[src/rtl/sample_framer_if.sv]
// Bus bundle for sample_framer: ADC sample strobe in, ping-pong frame hand-off
// and random-access read port out.
interface sample_framer_if #(
  parameter int ADDR_W = 6
);
  // Handshakes: sample_valid is a one-cycle strobe with no back-pressure (each
  // strobe is always accepted). frame_ready=1 means the read bank holds a
  // complete frame. A one-cycle frame_ack releases it, and frame_ack has no
  // effect while frame_ready=0. rd_data answers rd_addr one cycle later.
  logic              sample_valid;
  logic [11:0]       sample_data;
  logic              frame_ready;
  logic              frame_ack;
  logic [ADDR_W-1:0] rd_addr;
  logic [11:0]       rd_data;
  logic              overrun;

  modport master (
    output sample_valid, sample_data, frame_ack, rd_addr,
    input  frame_ready, rd_data, overrun
  );

  modport slave (
    input  sample_valid, sample_data, frame_ack, rd_addr,
    output frame_ready, rd_data, overrun
  );
endinterface

[src/rtl/sample_framer.sv]
// Ping-pong ADC sample framer: offset-binary to signed conversion, two frame banks.
// Optional 2-sample averaging is enabled by defining SAMPLE_AVG2_EN.
module sample_framer #(
  parameter int FRAME_LEN = 64,
  parameter int ADDR_W    = 6
) (
  input  logic             clk,
  input  logic             reset,
  sample_framer_if.slave   bus,
  output logic             fsm_state
);
  typedef enum logic {EMPTY = 1'b0, HELD = 1'b1} state_t;

  state_t            state, state_next;
  logic [11:0]       bank_a [FRAME_LEN];
  logic [11:0]       bank_b [FRAME_LEN];
  logic              wr_sel;
  logic [ADDR_W-1:0] wr_idx;
  logic              store_en;
  logic [11:0]       store_val;
  logic              frame_end;
  logic              swap;
  logic              overrun_next;
  logic              rd_sel_next;
  logic [11:0]       rd_word;

`ifdef SAMPLE_AVG2_EN
  logic        pair_phase;
  logic [11:0] pair_first;
  logic [12:0] pair_sum;

  assign pair_sum  = {1'b0, pair_first} + {1'b0, bus.sample_data};
  assign store_en  = !reset && bus.sample_valid && pair_phase;
  assign store_val = pair_sum[12:1] ^ 12'h800;

  // Pair phase is independent of bank swaps and overruns.
  always_ff @(posedge clk) begin
    if (reset) pair_phase <= 1'b0;
    else if (bus.sample_valid) pair_phase <= ~pair_phase;
  end

  always_ff @(posedge clk) begin
    if (!reset && bus.sample_valid && !pair_phase) pair_first <= bus.sample_data;
  end
`else
  assign store_en  = !reset && bus.sample_valid;
  assign store_val = bus.sample_data ^ 12'h800;
`endif

  assign frame_end       = store_en && (wr_idx == ADDR_W'(FRAME_LEN - 1));
  assign bus.frame_ready = (state == HELD);
  assign fsm_state       = state;

  // An ack on the frame-completing edge counts as arriving first, so the new
  // frame swaps in rather than being dropped.
  always_comb begin
    state_next   = state;
    swap         = 1'b0;
    overrun_next = 1'b0;
    case (state)
      EMPTY: begin
        if (frame_end) begin
          swap       = 1'b1;
          state_next = HELD;
        end
      end
      HELD: begin
        if (frame_end) begin
          if (bus.frame_ack) swap = 1'b1;
          else overrun_next = 1'b1;
        end else if (bus.frame_ack) begin
          state_next = EMPTY;
        end
      end
      default: state_next = EMPTY;
    endcase
  end

  // wr_sel=1 means bank B is the write bank; the read bank is the other one.
  assign rd_sel_next = swap ? wr_sel : ~wr_sel;

  // On a swap edge the last sample is still being written, so forward it.
  always_comb begin
    rd_word = 12'h000;
    if (swap && (bus.rd_addr == wr_idx)) rd_word = store_val;
    else if (rd_sel_next) rd_word = bank_b[bus.rd_addr];
    else rd_word = bank_a[bus.rd_addr];
  end

  always_ff @(posedge clk) begin
    if (reset) begin
      state       <= EMPTY;
      wr_sel      <= 1'b0;
      wr_idx      <= '0;
      bus.overrun <= 1'b0;
      bus.rd_data <= 12'h000;
    end else begin
      state       <= state_next;
      bus.overrun <= overrun_next;
      bus.rd_data <= rd_word;
      if (swap) wr_sel <= ~wr_sel;
      if (store_en) wr_idx <= wr_idx + 1'b1;
    end
  end

  always_ff @(posedge clk) begin
    if (store_en) begin
      if (wr_sel) bank_b[wr_idx] <= store_val;
      else bank_a[wr_idx] <= store_val;
    end
  end
endmodule

[src/flat_wrapper.sv]
// flat-port wrapper written by rule: the top's interface ports become plain ports
module sample_framer_flat 
#(
  parameter int FRAME_LEN = 64,
  parameter int ADDR_W    = 6
)
  (clk, reset, fsm_state, bus_sample_valid, bus_sample_data, bus_frame_ack, bus_rd_addr, bus_frame_ready, bus_rd_data, bus_overrun);
  sample_framer_if #(.ADDR_W(ADDR_W)) bus_i ();
  input  logic clk;
  input  logic reset;
  output logic fsm_state;
  input wire logic [$bits(bus_i.sample_valid)-1:0] bus_sample_valid;
  input wire logic [$bits(bus_i.sample_data)-1:0] bus_sample_data;
  input wire logic [$bits(bus_i.frame_ack)-1:0] bus_frame_ack;
  input wire logic [$bits(bus_i.rd_addr)-1:0] bus_rd_addr;
  output wire logic [$bits(bus_i.frame_ready)-1:0] bus_frame_ready;
  output wire logic [$bits(bus_i.rd_data)-1:0] bus_rd_data;
  output wire logic [$bits(bus_i.overrun)-1:0] bus_overrun;
  assign bus_i.sample_valid = bus_sample_valid;
  assign bus_i.sample_data = bus_sample_data;
  assign bus_i.frame_ack = bus_frame_ack;
  assign bus_i.rd_addr = bus_rd_addr;
  assign bus_frame_ready = bus_i.frame_ready;
  assign bus_rd_data = bus_i.rd_data;
  assign bus_overrun = bus_i.overrun;
  sample_framer #(.FRAME_LEN(FRAME_LEN), .ADDR_W(ADDR_W)) u_core (.clk(clk), .reset(reset), .bus(bus_i), .fsm_state(fsm_state));
endmodule
[config.mk]
export PLATFORM = sky130hd
export DESIGN_NAME = sample_framer_flat
export DESIGN_NICKNAME = d
export VERILOG_FILES = /design/src/rtl/sample_framer_if.sv /design/src/rtl/sample_framer.sv /design/src/flat_wrapper.sv
export SDC_FILE = /design/constraint.sdc
export NUM_CORES = 1
export LEC_CHECK = 0
export CORE_MARGIN = 1.5
export CORE_UTILIZATION = 35
export DETAILED_ROUTE_END_ITERATION = 7
export PLACE_DENSITY_LB_ADDON = 0.05
export SYNTH_ARGS = -nofsm -noshare
export SYNTH_HDL_FRONTEND = slang
export SYNTH_SLANG_ARGS = --single-unit
export TNS_END_PERCENT = 20
[constraint.sdc]
create_clock -name clk -period 7.25 [get_ports clk]
set_clock_uncertainty 0.2 [all_clocks]
set_input_delay 1.45 -clock clk [delete_from_list [all_inputs] [get_ports clk]]
set_output_delay 1.45 -clock clk [all_outputs]
set_load 0.005 [all_outputs]
* Word level (Yosys, flattened, before mapping)
Memory sizes are Yosys's and may differ from the RTL's.
Index checks and enable logic that the tools add are counted.
** Word-level totals
- RAM bits :: 1536
- Output and inout bits :: 15
- Input bits :: 22
- Memories :: 2
- Bits in read-only memories :: 0
- Word-level logic and storage cells :: 35
- Bits in latches :: 0
- Flip-flop bits (word level) :: 21
** Memory list
- u_core.bank_a :: words 64, bits a word 12, rd ports 1, clocked after memory_dff 0, wr ports 1, line sample_framer.sv:15 : logic [11:0] bank_a [FRAME_LEN];
- u_core.bank_b :: words 64, bits a word 12, rd ports 1, clocked after memory_dff 0, wr ports 1, line sample_framer.sv:16 : logic [11:0] bank_b [FRAME_LEN];
** Operators by class
- Multiplexer cells :: 16
- Div/mod/pow operators :: 0
- Multiply operators :: 0
- Eq/ne operators :: 2
- Shift-type cells :: 0
- Add/subtract/negate cells :: 1
- Bitwise gates (word level) :: 4
- Reductions and logical operators :: 5
- Order comparisons :: 0
** Operator list (number)
- two-way mux 12 bit :: 2
- two-way mux 1 bit :: 12
- adder 6 x 1 -> 6 bit, second input constant :: 1
- == test 6 bit :: 1
- == test 6 bit, second input constant :: 1
- NOT 1 bit :: 4
- one-hot mux 1 bit (2 select lines) :: 2
- logical AND 1 bit :: 3
- OR reduction 3 bit :: 1
- zero test 1 bit :: 1

* Depth between registers and ports, before layout
- Word-level depth :: 8
- Gate-level depth with buffers :: 13
- Depth with buffers taken out :: 7

* Worst setup path before layout
No wires, ideal clock.
- Kind :: input to register
- Start :: in bus_sample_valid
- End :: mem u_core.bank_a[10][0] (enable)
- Cell stages on the path :: 4
- Arrival time :: 3.193 ns
- Slack :: 3.476 ns
- Path through :: clkbuf_1 -> nor3b_1 -> nand3_1 -> nor2_1
** Between the ends
- Word-level cells in the longest chain between the ends :: 3
** Ends and longest elaborated chain
- start: declaration :: line flat_wrapper.sv:12 : input wire logic [$bits(bus_i.sample_valid)-1:0] bus_sample_valid;
- logical AND 1 bit :: line sample_framer.sv:46 : assign store_en = !reset && bus.sample_valid;
- two-way mux 1 bit :: line sample_framer.sv:107 : if (store_en) begin
- two-way mux 1 bit (implied by the code) :: line sample_framer.sv:109 : else bank_a[wr_idx] <= store_val;
- end: declaration :: line sample_framer.sv:15
No other way between the ends.

* Final worst setup path
- Start :: in bus_rd_addr[0]
- End :: reg u_core.bus.rd_data[9]
** Between the ends
- Word-level cells in the longest chain between the ends :: 3
- Elaborated cells on any way between the ends :: 6
- Classes of those cells :: 1 x eq/ne; 2 x mux; 1 x reduce/logical; 2 x memory
** Ends and longest elaborated chain
- start: declaration :: line flat_wrapper.sv:15 : input wire logic [$bits(bus_i.rd_addr)-1:0] bus_rd_addr;
- memory read (64 x 12 bit), or another cell as far along
- two-way mux 12 bit or logical AND 1 bit (tied branches) :: line sample_framer.sv:86, sample_framer.sv:85
- two-way mux 12 bit * :: line sample_framer.sv:85 : if (swap && (bus.rd_addr == wr_idx)) rd_word = store_val;
- end signal: assignment :: line sample_framer.sv:100 : bus.rd_data <= rd_word;
- end: declaration :: line sample_framer_if.sv:25 : output frame_ready, rd_data, overrun
Mark *: on every way between the ends. The rest lies on a longest branch, timed or not.
A chain may end at the register's enable or synchronous reset.

==> results.sh <==
export IMPL_status="finished, final reports clean"
export IMPL_cp_start_kind="primary input"
export IMPL_htree_levels=4
export IMPL_end_kind="flop"
export IMPL_period_share=0.628
export IMPL_synth_cell_types=67
export IMPL_cts_buffer_depth=3
export IMPL_gp_congestion=0.823
export IMPL_cts_setup_buffers=0
export IMPL_layout_min_cycle_time_ns=4.55
export IMPL_hp_class="reg2reg"
export IMPL_crit_type="in2reg"
export IMPL_yosysWarnings=0
export IMPL_start_util=0.353
export IMPL_avgSynthCellArea_um2=22.2
export IMPL_drc=0
export IMPL_clkLatencyLatePin_ns=0.79
export IMPL_finalSetupViolCount=0
export IMPL_clock_tree_root_cell="clkbuf_16"
export IMPL_cp_endpoint="u_core.bus.rd_data[9]"
export IMPL_ioPinCount=37
export IMPL_slew_viol_final=0
export IMPL_grt_use_total=0.199
export IMPL_synth_edf_count=1536
export IMPL_power_density_mw_per_mm2=276
export IMPL_num_rows=152
export IMPL_clk_pin_slew_ns=0.06
export IMPL_regArea_mm2=0.0465
export IMPL_pre_cts_ws_ns=1.82
export IMPL_slew_headroom=0.186
export IMPL_ys_seq_area_frac=0.768
export IMPL_postLayoutCoreUtil=0.405
export IMPL_r2r_end="u_core.bus.rd_data[9]"
export IMPL_tns_ns=0
export IMPL_p_total_w=0.0192
export IMPL_p_leak_nw=21.9
export IMPL_dpl_hpwl_um=106000
export IMPL_die_x_um=419
export IMPL_tightest_slew_ns=1.22
export IMPL_synth_area_mm2=0.0606
export IMPL_path_max_fanout=61
export IMPL_hold_buffers=0
export IMPL_drt_iter0_markers=2780
export IMPL_synthFlopType="edfxtp_1"
export IMPL_die_area_mm2=0.176
export IMPL_synthCells=2727
export IMPL_synth_nets=2750
export IMPL_multi_input_area_mm2=0.0129
export IMPL_setup_slack_ns=2.70
export IMPL_maxCapViolations=0
export IMPL_synth_seq_cells=1557
export IMPL_cts_made_buffers=174
export IMPL_fillers=15015
export IMPL_num_vias=28878
export IMPL_async_reset_ff_frac=0
export IMPL_cts_sinks=1557
export IMPL_ant_nets=0
export IMPL_tritoncts="yes"
export IMPL_viasPerCell=5.33
export IMPL_drive_gt1_frac=0.265
export IMPL_crit_start="bus_rd_addr[0]"
export IMPL_grt_max_degree=91
export IMPL_fin_nets=2990
export IMPL_antenna_found_initial=7
export IMPL_critPathArrivalTime_ns=5.00
export IMPL_wl_per_cell_um=31.8
export IMPL_regToRegStartpoint="u_core.wr_idx[3]"
export IMPL_area_growth_pct=14.8
export IMPL_coreArea_mm2=0.172
export IMPL_ir_worst_vdd_mv=0.239
export IMPL_wl_um=172000
export IMPL_worstPathRequired_ns=7.70
export IMPL_first_pass_iters=5
export IMPL_regToRegSetupSlack_ns=3.58
export IMPL_whs_ns=0.508
export IMPL_rsz0062_at_grt="false"
export IMPL_grt_pass1_wl_um=241000
export IMPL_hold_viol_final=0
export IMPL_die_h_um=419
export IMPL_port_buffers=36
export IMPL_reg2reg_depth=6
export IMPL_first_global_vias=30037
export IMPL_grt_overflow=0
export IMPL_fmaxAchievable_mhz=220
export IMPL_cts_resized=0
-- cell type report --
type / instances / area share
clock inverter: 84 / 0.00982
inverter: 15 / 0.000863
timing repair buffer: 210 / 0.0256
antenna: 2 / 0.0000719
sequential: 1557 / 0.669
tap: 2310 / 0.0415
clock buffer: 227 / 0.0671
multi-input combinational: 1009 / 0.186
-- placed cells by master, fill, tap and decap left out, types with 11 or more instances in the layout --
master / Yosys / layout
mux2i_1: 106 / 106
clkinv_2: 0 / 30
o22ai_1: 21 / 21
clkdlybuf4s50_1: 0 / 19
nor4_1: 12 / 12
a211oi_1: 12 / 12
o21ai_0: 20 / 20
nand2_1: 71 / 71
buf_4: 32 / 174
inv_1: 12 / 11
nand3_1: 14 / 14
clkbuf_16: 0 / 179
a221oi_1: 41 / 41
dfxtp_1: 21 / 21
mux4_2: 367 / 367
nand3b_1: 11 / 11
mux4_1: 27 / 27
clkinv_1: 0 / 35
buf_12: 4 / 11
clkbuf_1: 35 / 47
nor2_1: 169 / 156
edfxtp_1: 1536 / 1536
nor2_2: 0 / 13
a22oi_1: 13 / 13
-- registers in the layout, summed over array words and instances, names as in the netlist --
name and flops:
u_core.bank_a 768, u_core.bank_b 768, u_core.bus.frame_ready 1, u_core.bus.overrun 1
u_core.bus.rd_data 12, u_core.wr_idx 6, u_core.wr_sel 1
-- layer usage --
metal	vias up	GRT usage	routed length (µm)
met5	-	0	0
met4	0	0.0534	3950
met3	220	0.0314	7990
met2	765	0.324	84000
met1	15842	0.277	76000
li1	12051	-	-
-- how the worst min path moves through the flow --
| stage | from | end | slack [ns] | cells after the start |
|---|---|---|---|---|
| 6_report | u_core.wr_idx[0] | u_core.wr_idx[0] | 0.51 | 2 |
| 2_1_floorplan | u_core.bus.frame_ready | u_core.bus.overrun | 0.30 | 2 |
| 3_3_place_gp | u_core.wr_idx[1] | u_core.wr_idx[1] | 0.44 | 2 |
| 5_1_grt | u_core.wr_idx[1] | u_core.wr_idx[1] | 0.55 | 2 |
| 3_5_place_dp | u_core.wr_idx[0] | u_core.wr_idx[0] | 0.49 | 2 |
| 4_1_cts | u_core.wr_idx[1] | u_core.wr_idx[1] | 0.50 | 2 |
-- cell families (layout without fill, tap and decap cells) --
logic type | Yosys count | in the layout | share of synthesized area
xor gates and xnor gates | 11 | 11 | 0.00171
adders and majority gates | 1 | 1 | 0.000206
AOI/OAI and AO/OA | 161 | 161 | 0.0200
muxes | 504 | 504 | 0.166
DFF | 1557 | 1557 | 0.768
buffers and inverters | 161 | 536 | 0.0191
and+or+nand+nor | 332 | 332 | 0.0247
other | 0 | 2 | 0
-- worst max-delay path, cell delays in order --
cell      delay, ns
buf_8          0.61
buf_12         0.52
buf_4          0.38
mux4_2         0.56
mux2i_1        0.22
a221oi_1       0.13
o21a_1         0.16
a211oi_1       0.71
nor4_1         0.11
-- synthesized netlist by cell type, types with 12 or more instances --
cell type     n  area share
a211oi_1     12      0.0015
a221oi_1     41      0.0059
a22oi_1      13      0.0016
buf_2        31      0.0026
buf_4        32      0.0040
buf_6        20      0.0037
buf_8        14      0.0035
clkbuf_1     35      0.0022
dfxtp_1      21      0.0069
edfxtp_1   1536        0.76
inv_1        12     0.00074
mux2i_1     106       0.018
mux4_1       27       0.012
mux4_2      367        0.14
nand2_1      71      0.0044
nand3_1      14      0.0012
nor2_1      169       0.010
nor4_1       12      0.0012
o21ai_0      20      0.0017
o22ai_1      21      0.0022
-- report_power, final --
part / switching, W / internal (W)
logic: 0.000615 / 0.000324
registers: 0.0000165 / 0.00990
clock network: 0.00353 / 0.00481
-- per-stage QoR --
stage	instances	area, µm²
2_1_floorplan	2727	60600
4_1_cts	5409	69500
5_1_grt	5412	69600
3_5_place_dp	5098	64200
3_3_place_gp	5098	64200
6_report	5414	69600
No activity file was read; power rests on OpenSTA's default activity.
